### src/rtl/clock_rate_monitor.sv
// clock_rate_monitor
//   Counts rising edges of an asynchronous signal (meas_in) over a fixed gate
//   window of GATE_CYCLES CLK cycles and publishes the result once per window.
//   Windows run back to back while enable is high, with no dead cycle between them.
// Ports
//   CLK          board clock, sole clock
//   RESET        synchronous, active-high reset
//   meas_in      signal under measurement (asynchronous to CLK)
//   enable       1 = run windows back to back, 0 = idle
//   count        rising edges seen in the last completed window (saturating)
//   count_valid  one-cycle strobe when count/in_range/overflow update
//   in_range     EXP_MIN <= count <= EXP_MAX for the last window
//   overflow     last window saturated the edge counter
module clock_rate_monitor #(
  parameter int GATE_CYCLES = 1024,
  parameter int CNT_W       = 16,
  parameter int SYNC_STAGES = 2,
  parameter int EXP_MIN     = 0,
  parameter int EXP_MAX     = 65535
) (
  input  logic             CLK,
  input  logic             RESET,
  input  logic             meas_in,
  input  logic             enable,
  output logic [CNT_W-1:0] count,
  output logic             count_valid,
  output logic             in_range,
  output logic             overflow
);

  localparam int               GW        = $clog2(GATE_CYCLES);
  localparam logic [GW-1:0]    GATE_LAST = GW'(GATE_CYCLES - 1);
  localparam logic [CNT_W-1:0] CNT_MAX   = '1;
  localparam logic [CNT_W-1:0] MIN_V     = CNT_W'(EXP_MIN);
  localparam logic [CNT_W-1:0] MAX_V     = CNT_W'(EXP_MAX);

  typedef enum logic {IDLE, MEASURE} state_t;
  state_t state, state_nxt;

  // Synchronizer plus one history flop; runs in every state so a level
  // already high at re-enable is not mistaken for a fresh edge.
  logic [SYNC_STAGES-1:0] sync;
  logic                   hist;
  logic                   rise;

  always_ff @(posedge CLK) begin
    if (RESET) begin
      sync <= '0;
      hist <= 1'b0;
    end else begin
      sync <= {sync[SYNC_STAGES-2:0], meas_in};
      hist <= sync[SYNC_STAGES-1];
    end
  end

  assign rise = sync[SYNC_STAGES-1] & ~hist;

  logic [GW-1:0]    gate_cnt;
  logic [CNT_W-1:0] edge_cnt;
  logic             sat;
  logic             terminal;
  logic             at_max;
  logic             sat_hit;
  logic [CNT_W-1:0] edge_sum;
  logic             range_nxt;

  assign terminal = (state == MEASURE) && (gate_cnt == GATE_LAST);
  assign at_max   = (edge_cnt == CNT_MAX);
  assign sat_hit  = rise & at_max;
  assign edge_sum = edge_cnt + CNT_W'(rise & ~at_max);
  // int compare avoids a constant-zero unsigned compare when EXP_MIN is 0;
  // both sides are zero-extended CNT_W values, so it is still unsigned.
  assign range_nxt = (int'(edge_sum) >= int'(MIN_V)) && (int'(edge_sum) <= int'(MAX_V));

  always_ff @(posedge CLK) begin
    if (RESET) state <= IDLE;
    else       state <= state_nxt;
  end

  // Dropping enable leaves MEASURE whether or not this is the terminal
  // cycle; the terminal window still publishes in the datapath below.
  always_comb begin
    state_nxt = state;
    case (state)
      IDLE:    if (enable)  state_nxt = MEASURE;
      MEASURE: if (!enable) state_nxt = IDLE;
      default: state_nxt = IDLE;
    endcase
  end

  always_ff @(posedge CLK) begin
    if (RESET) begin
      gate_cnt    <= '0;
      edge_cnt    <= '0;
      sat         <= 1'b0;
      count       <= '0;
      count_valid <= 1'b0;
      in_range    <= 1'b0;
      overflow    <= 1'b0;
    end else begin
      count_valid <= 1'b0;
      if (state == MEASURE && enable && !terminal) begin
        gate_cnt <= gate_cnt + GW'(1);
        edge_cnt <= edge_sum;
        sat      <= sat | sat_hit;
      end else begin
        // idle, aborted window, or window boundary: start the next one clean
        gate_cnt <= '0;
        edge_cnt <= '0;
        sat      <= 1'b0;
      end
      if (terminal) begin
        // a rise on the terminal cycle belongs to the closing window
        count       <= edge_sum;
        overflow    <= sat | sat_hit;
        in_range    <= range_nxt;
        count_valid <= 1'b1;
      end
    end
  end

endmodule

### config.mk
export PLATFORM = sky130hd
export DESIGN_NAME = clock_rate_monitor
export DESIGN_NICKNAME = d
export VERILOG_FILES = /design/src/rtl/clock_rate_monitor.sv
export SDC_FILE = /design/constraint.sdc
export NUM_CORES = 1
export LEC_CHECK = 0
export ABC_AREA = 1
export CORE_ASPECT_RATIO = 0.5
export CORE_MARGIN = 5
export CORE_UTILIZATION = 58
export CTS_BUF_LIST = sky130_fd_sc_hd__clkbuf_8
export CTS_CLUSTER_SIZE = 12
export DETAILED_ROUTE_END_ITERATION = 7
export HOLD_SLACK_MARGIN = 0.06
export PLACE_DENSITY = 0.82
export SLEW_MARGIN = 20
export SYNTH_ARGS = -nofsm -noshare
export SYNTH_HDL_FRONTEND = slang
export SYNTH_SLANG_ARGS = --single-unit
### constraint.sdc
create_clock -name CLK -period 2.3 [get_ports CLK]
set_clock_uncertainty 0.1 [all_clocks]
set_input_delay 0.575 -clock CLK [delete_from_list [all_inputs] [get_ports CLK]]
set_output_delay 0.575 -clock CLK [all_outputs]
set_load 0.02 [all_outputs]
# Word level (Yosys, flattened, before mapping)
# Cells that the tools add are included.
# totals
reg_bits,50
latchBits,0
ramBits,0
mem_bits_ro,0
out_inout_bits,19
wordCells,28
memories,0
# op_classes
addsub,2
multipliers,0
div,0
magnitude_cmp,0
n_eq_ne,2
shift,0
n_mux,2
n_bitwise,7
reduce_logical,5
# ops
operator,count
$add 16x16->16,1
$and 1x16->16,1
$eq 16x16->1 const B,1
$not 1->16,1
$add 10x1->10 const B,1
$eq 10x10->1 const B,1
$logic_and 1x1->1,3
$and 1x1->1,2
$mux 1,2
$not 1->1,2
$reduce_or 2->1,1
$logic_not 1->1,1
$or 1x1->1,1

# Logic depth before layout (Yosys ltp)
# depth
ltp_word,6
depth_mapped,14
mapped_depth_nobuf,14

# Least setup slack after synthesis
# Ideal clock, no wire load.
# synth_path
kind,register to register
from,reg edge_cnt[7]
to,reg edge_cnt[6]
setup_time_ps,115
arrival_ps,1737
required_time_ps,2085
slack_ps,348
path_stages_with_launch,12
synth_period_minus_slack_ps,1952
path_cell_list,dfxtp_1 nand2_1 nor2_1 nand2_1 nor2_1 nor3_1 ha_1 ha_1 nand3_1 nor2_2 xor2_1 and2_1
# synth_between
elab_chain_len,4
# synth_rtl
item,line,source
"start, declared",59,logic [CNT_W-1:0] edge_cnt;
"start signal, assigned",104,edge_cnt <= edge_sum;
$eq 16x16->1,68,assign at_max = (edge_cnt == CNT_MAX);
$not 1->16,70,assign edge_sum = edge_cnt + CNT_W'(rise & ~at_max);
$and 1x16->16,70,
$add 16x16->16,70,
# No other way between the ends.
# A chain may end at the register's enable or synchronous reset.

# Worst setup path in the final report
# layout_path
from,reg edge_cnt[5]
to,reg count[9]
# layout_between
elab_chain_len,4
# layout_rtl
item,line,source
$eq 16x16->1,68,
$not 1->16,70,
$and 1x16->16,70,
$add 16x16->16 (*),70,
"end signal, assigned",114,count <= edge_sum;
"end, declared",25,"output logic [CNT_W-1:0] count,"
# Every way passes the cells marked *; elsewhere a longest branch is shown, timed or not.

==> metrics.yaml <==
ys_types: 24
powerDensity_mw_per_mm2: 600
min_path_cells: 2
clk_pin_slew_ns: 0.08
ys_seq_elements: 50
critPathCaptureType: "flip-flop"
coreArea_mm2: 0.00347
worstHoldStart: "sync[0]$_SDFF_PP0_"
setup_viol: 0
gp_congestion: 0.941
grt_overflow: 0
avgSynthCellArea_um2: 7.47
drt-total-wl_um: 4410
finalCritPeriodShare_pct: 92.8
layout_commonest_cell: "nand2_1"
tns_ns: 0
holdCritPathClass: "reg2reg"
numCtsBuffers: 5
routed-wl-met3_um: 156
hold_end: "sync[1]$_SDFF_PP0_"
clockRootBuffer: "clkbuf_8"
period_needed_ns: 2.13
grt_max_degree: 21
crit_fanout: 5
vias_per_cell: 4.98
p_total_mw: 1.52
whs_ns: 0.310
max_slew_margin_pct: 67.7
fmax_mhz: 469
cp.required_ns: 2.40
slowest_stage: "dfxtp_1"
cts_tree: "built"
syn_inst: 283
wl_met1_um: 2060
start_util_pct: 60.9
r2r_cells: 13
postCtsHoldBufs: 0
path_cells: "nand2_1 > nor2_1 > nand2_1 > nor2_2 > nor3_2 > ha_1 > nand2_1 > nor2_1 > nand2_1 > o21ai_0 > nand2_1 > nor2_1 > nor2_1"
worst_path_largest_cell_delay_ns: 0.34
start_kind: "flip-flop"
finalHoldViolations: 0
area_growth_pct: 19.4
post-route-util_pct: 72.7
io_buffers: 22
highest_layer: "met4"
avgRoutedWirePerCell_um: 12.3
setup_ws_ns: 0.167
r2r_end: "count[9]$_SDFFE_PP0P_"
status: "finished clean"
vias: 1794
crit_type: "reg2reg"
drc_errors: 0
grt_pass1_vias: 1760
ff2ff_setup_slack_ns: 0.17
first_pass_iters: 4
ys_seq_area_share_pct: 47.3
cts_max_level: 2
slew_viol_final: 0
cp.arrival_ns: 2.24
layout_common_cells: "nand2_1 (56), nor2_1 (50), dfxtp_1 (48), inv_1 (36), clkdlybuf4s50_1 (22)"
worst_pin_slew_ns: 0.484
dp_hpwl_um: 3120
clk_latency_ns: 0.30
fp.dieW_um: 95.4
die-area_mm2: 0.00503
vdd_ir_drop_max_mv: 0.290
p_leak_nw: 0.969
fp.dieH_um: 52.7
first_iter_violations: 52
antenna_found_initial: 0
nets: 317
met2_length_um: 2110
maxCapViolations: 0
grt_usage_pct: 20.2
yosysWarnings: 0
clock-sinks: 50
rows: 15
n_fill_cell: 271
cts_max_path_buffers: 2
syn_area_mm2: 0.00211
grt_pass1_wl_um: 7800
final_antenna_net_count: 0
syn_nets: 291
antennaDiodeCount: 0
r2r_start: "edge_cnt[5]$_SDFF_PP0_"
num_io_pins: 23
drive_gt1_share_pct: 9.06
crit_path_frequent_cell: "nand2_1"
pre_cts_ws_ns: 0.139
==> metrics by stage <==
| stage | area, µm² | instances |
|---|---|---|
| after floorplan | 2110 | 283 |
| after global placement | 2390 | 353 |
| after detailed placement | 2390 | 353 |
| after CTS | 2500 | 360 |
| after global routing | 2520 | 360 |
| final | 2520 | 360 |
==> final cells by class <==
cell class / count / area [µm²] / share of cell area (%)
Inverter: 36 / 135 / 5.35
Timing Repair Buffer: 25 / 243 / 9.61
Clock buffer: 6 / 82.6 / 3.27
Multi-Input combinational cell: 191 / 967 / 38.3
Sequential cell: 50 / 1000 / 39.7
Tap cell: 51 / 63.8 / 2.53
Clock inverter: 1 / 30.0 / 1.19
==> timing repair <==
item	CTS	global route
gates resized for setup	0	9
endpoints found under the setup margin	0	13
buffers inserted	0	0
==> Yosys cell counts <==
cell type | count | area [µm²]
or2_2 | 1 | 6.26
nor2_4 | 3 | 33.8
inv_1 | 36 | 135
clkbuf_1 | 2 | 7.51
dfxtp_1 | 50 | 1000
xor2_1 | 6 | 52.6
nand3b_1 | 1 | 7.51
o21ai_0 | 12 | 60.1
a21oi_2 | 2 | 17.5
nand2_1 | 56 | 210
xnor2_1 | 4 | 35.0
nand3_1 | 13 | 65.1
nand4_1 | 5 | 31.3
nand3_2 | 1 | 10.0
nand2_2 | 2 | 12.5
nor3_1 | 4 | 20.0
a21oi_1 | 18 | 90.1
buf_6 | 1 | 11.3
nor2_1 | 53 | 199
ha_1 | 4 | 50.1
nor2_2 | 1 | 6.26
and2_1 | 4 | 25.0
buf_2 | 3 | 15.0
nand4_2 | 1 | 12.5
==> critical path: cells and delay by family (launching register included) <==
family / cells / cell delay (ns)
AND/OR/NAND/NOR: 11 / 1.16
AO/OA/AOI/OAI: 1 / 0.27
adder cells (fa/ha/maj): 1 / 0.19
flip-flops: 1 / 0.34
==> worst max-delay path by stage <==
stage / end / cells after the start / start
floorplan: edge_cnt[6]$_SDFF_PP0_ / 11 / edge_cnt[7]$_SDFF_PP0_
global placement: count[10]$_SDFFE_PP0P_ / 14 / edge_cnt[7]$_SDFF_PP0_
detailed placement: count[12]$_SDFFE_PP0P_ / 13 / edge_cnt[7]$_SDFF_PP0_
CTS: count[14]$_SDFFE_PP0P_ / 14 / edge_cnt[5]$_SDFF_PP0_
global route: count[9]$_SDFFE_PP0P_ / 13 / edge_cnt[5]$_SDFF_PP0_
finish: count[9]$_SDFFE_PP0P_ / 13 / edge_cnt[5]$_SDFF_PP0_
==> state kept, by name, summed over array words and instances (netlist names) <==
| name | count |
|---|---|
| in_range | 1 |
| count | 16 |
| sync | 2 |
| state | 1 |
| overflow | 1 |
| gate_cnt | 10 |
| hist | 1 |
| count_valid | 1 |
| edge_cnt | 16 |
| sat | 1 |
==> report_power, final <==
group	switching, mW	leakage [nW]	internal [mW]
sequential	0.00183	0.404	0.868
clock	0.271	0.0573	0.348
combinational	0.0163	0.507	0.00979
total	0.289	0.969	1.23
==> layer usage <==
| layer | vias up | track usage, % |
|---|---|---|
| li1 | 932 | - |
| met1 | 817 | 24.3 |
| met2 | 36 | 34.3 |
| met3 | 9 | 4.88 |
| met4 | 0 | 9.67 |
| met5 | - | 0 |
==> kinds of logic (layout without fill, tap and decap cells) <==
family          Yosys count  in the layout  share of synthesized area (%)
buf+inv                  42             68                           7.99
xor+xnor                 10             10                           4.14
compound gates           32             32                           7.93
simple gates            145            145                           30.2
fa+ha+maj                 4              4                           2.37
flops                    50             50                           47.3
(Power assumes the default switching activity.)
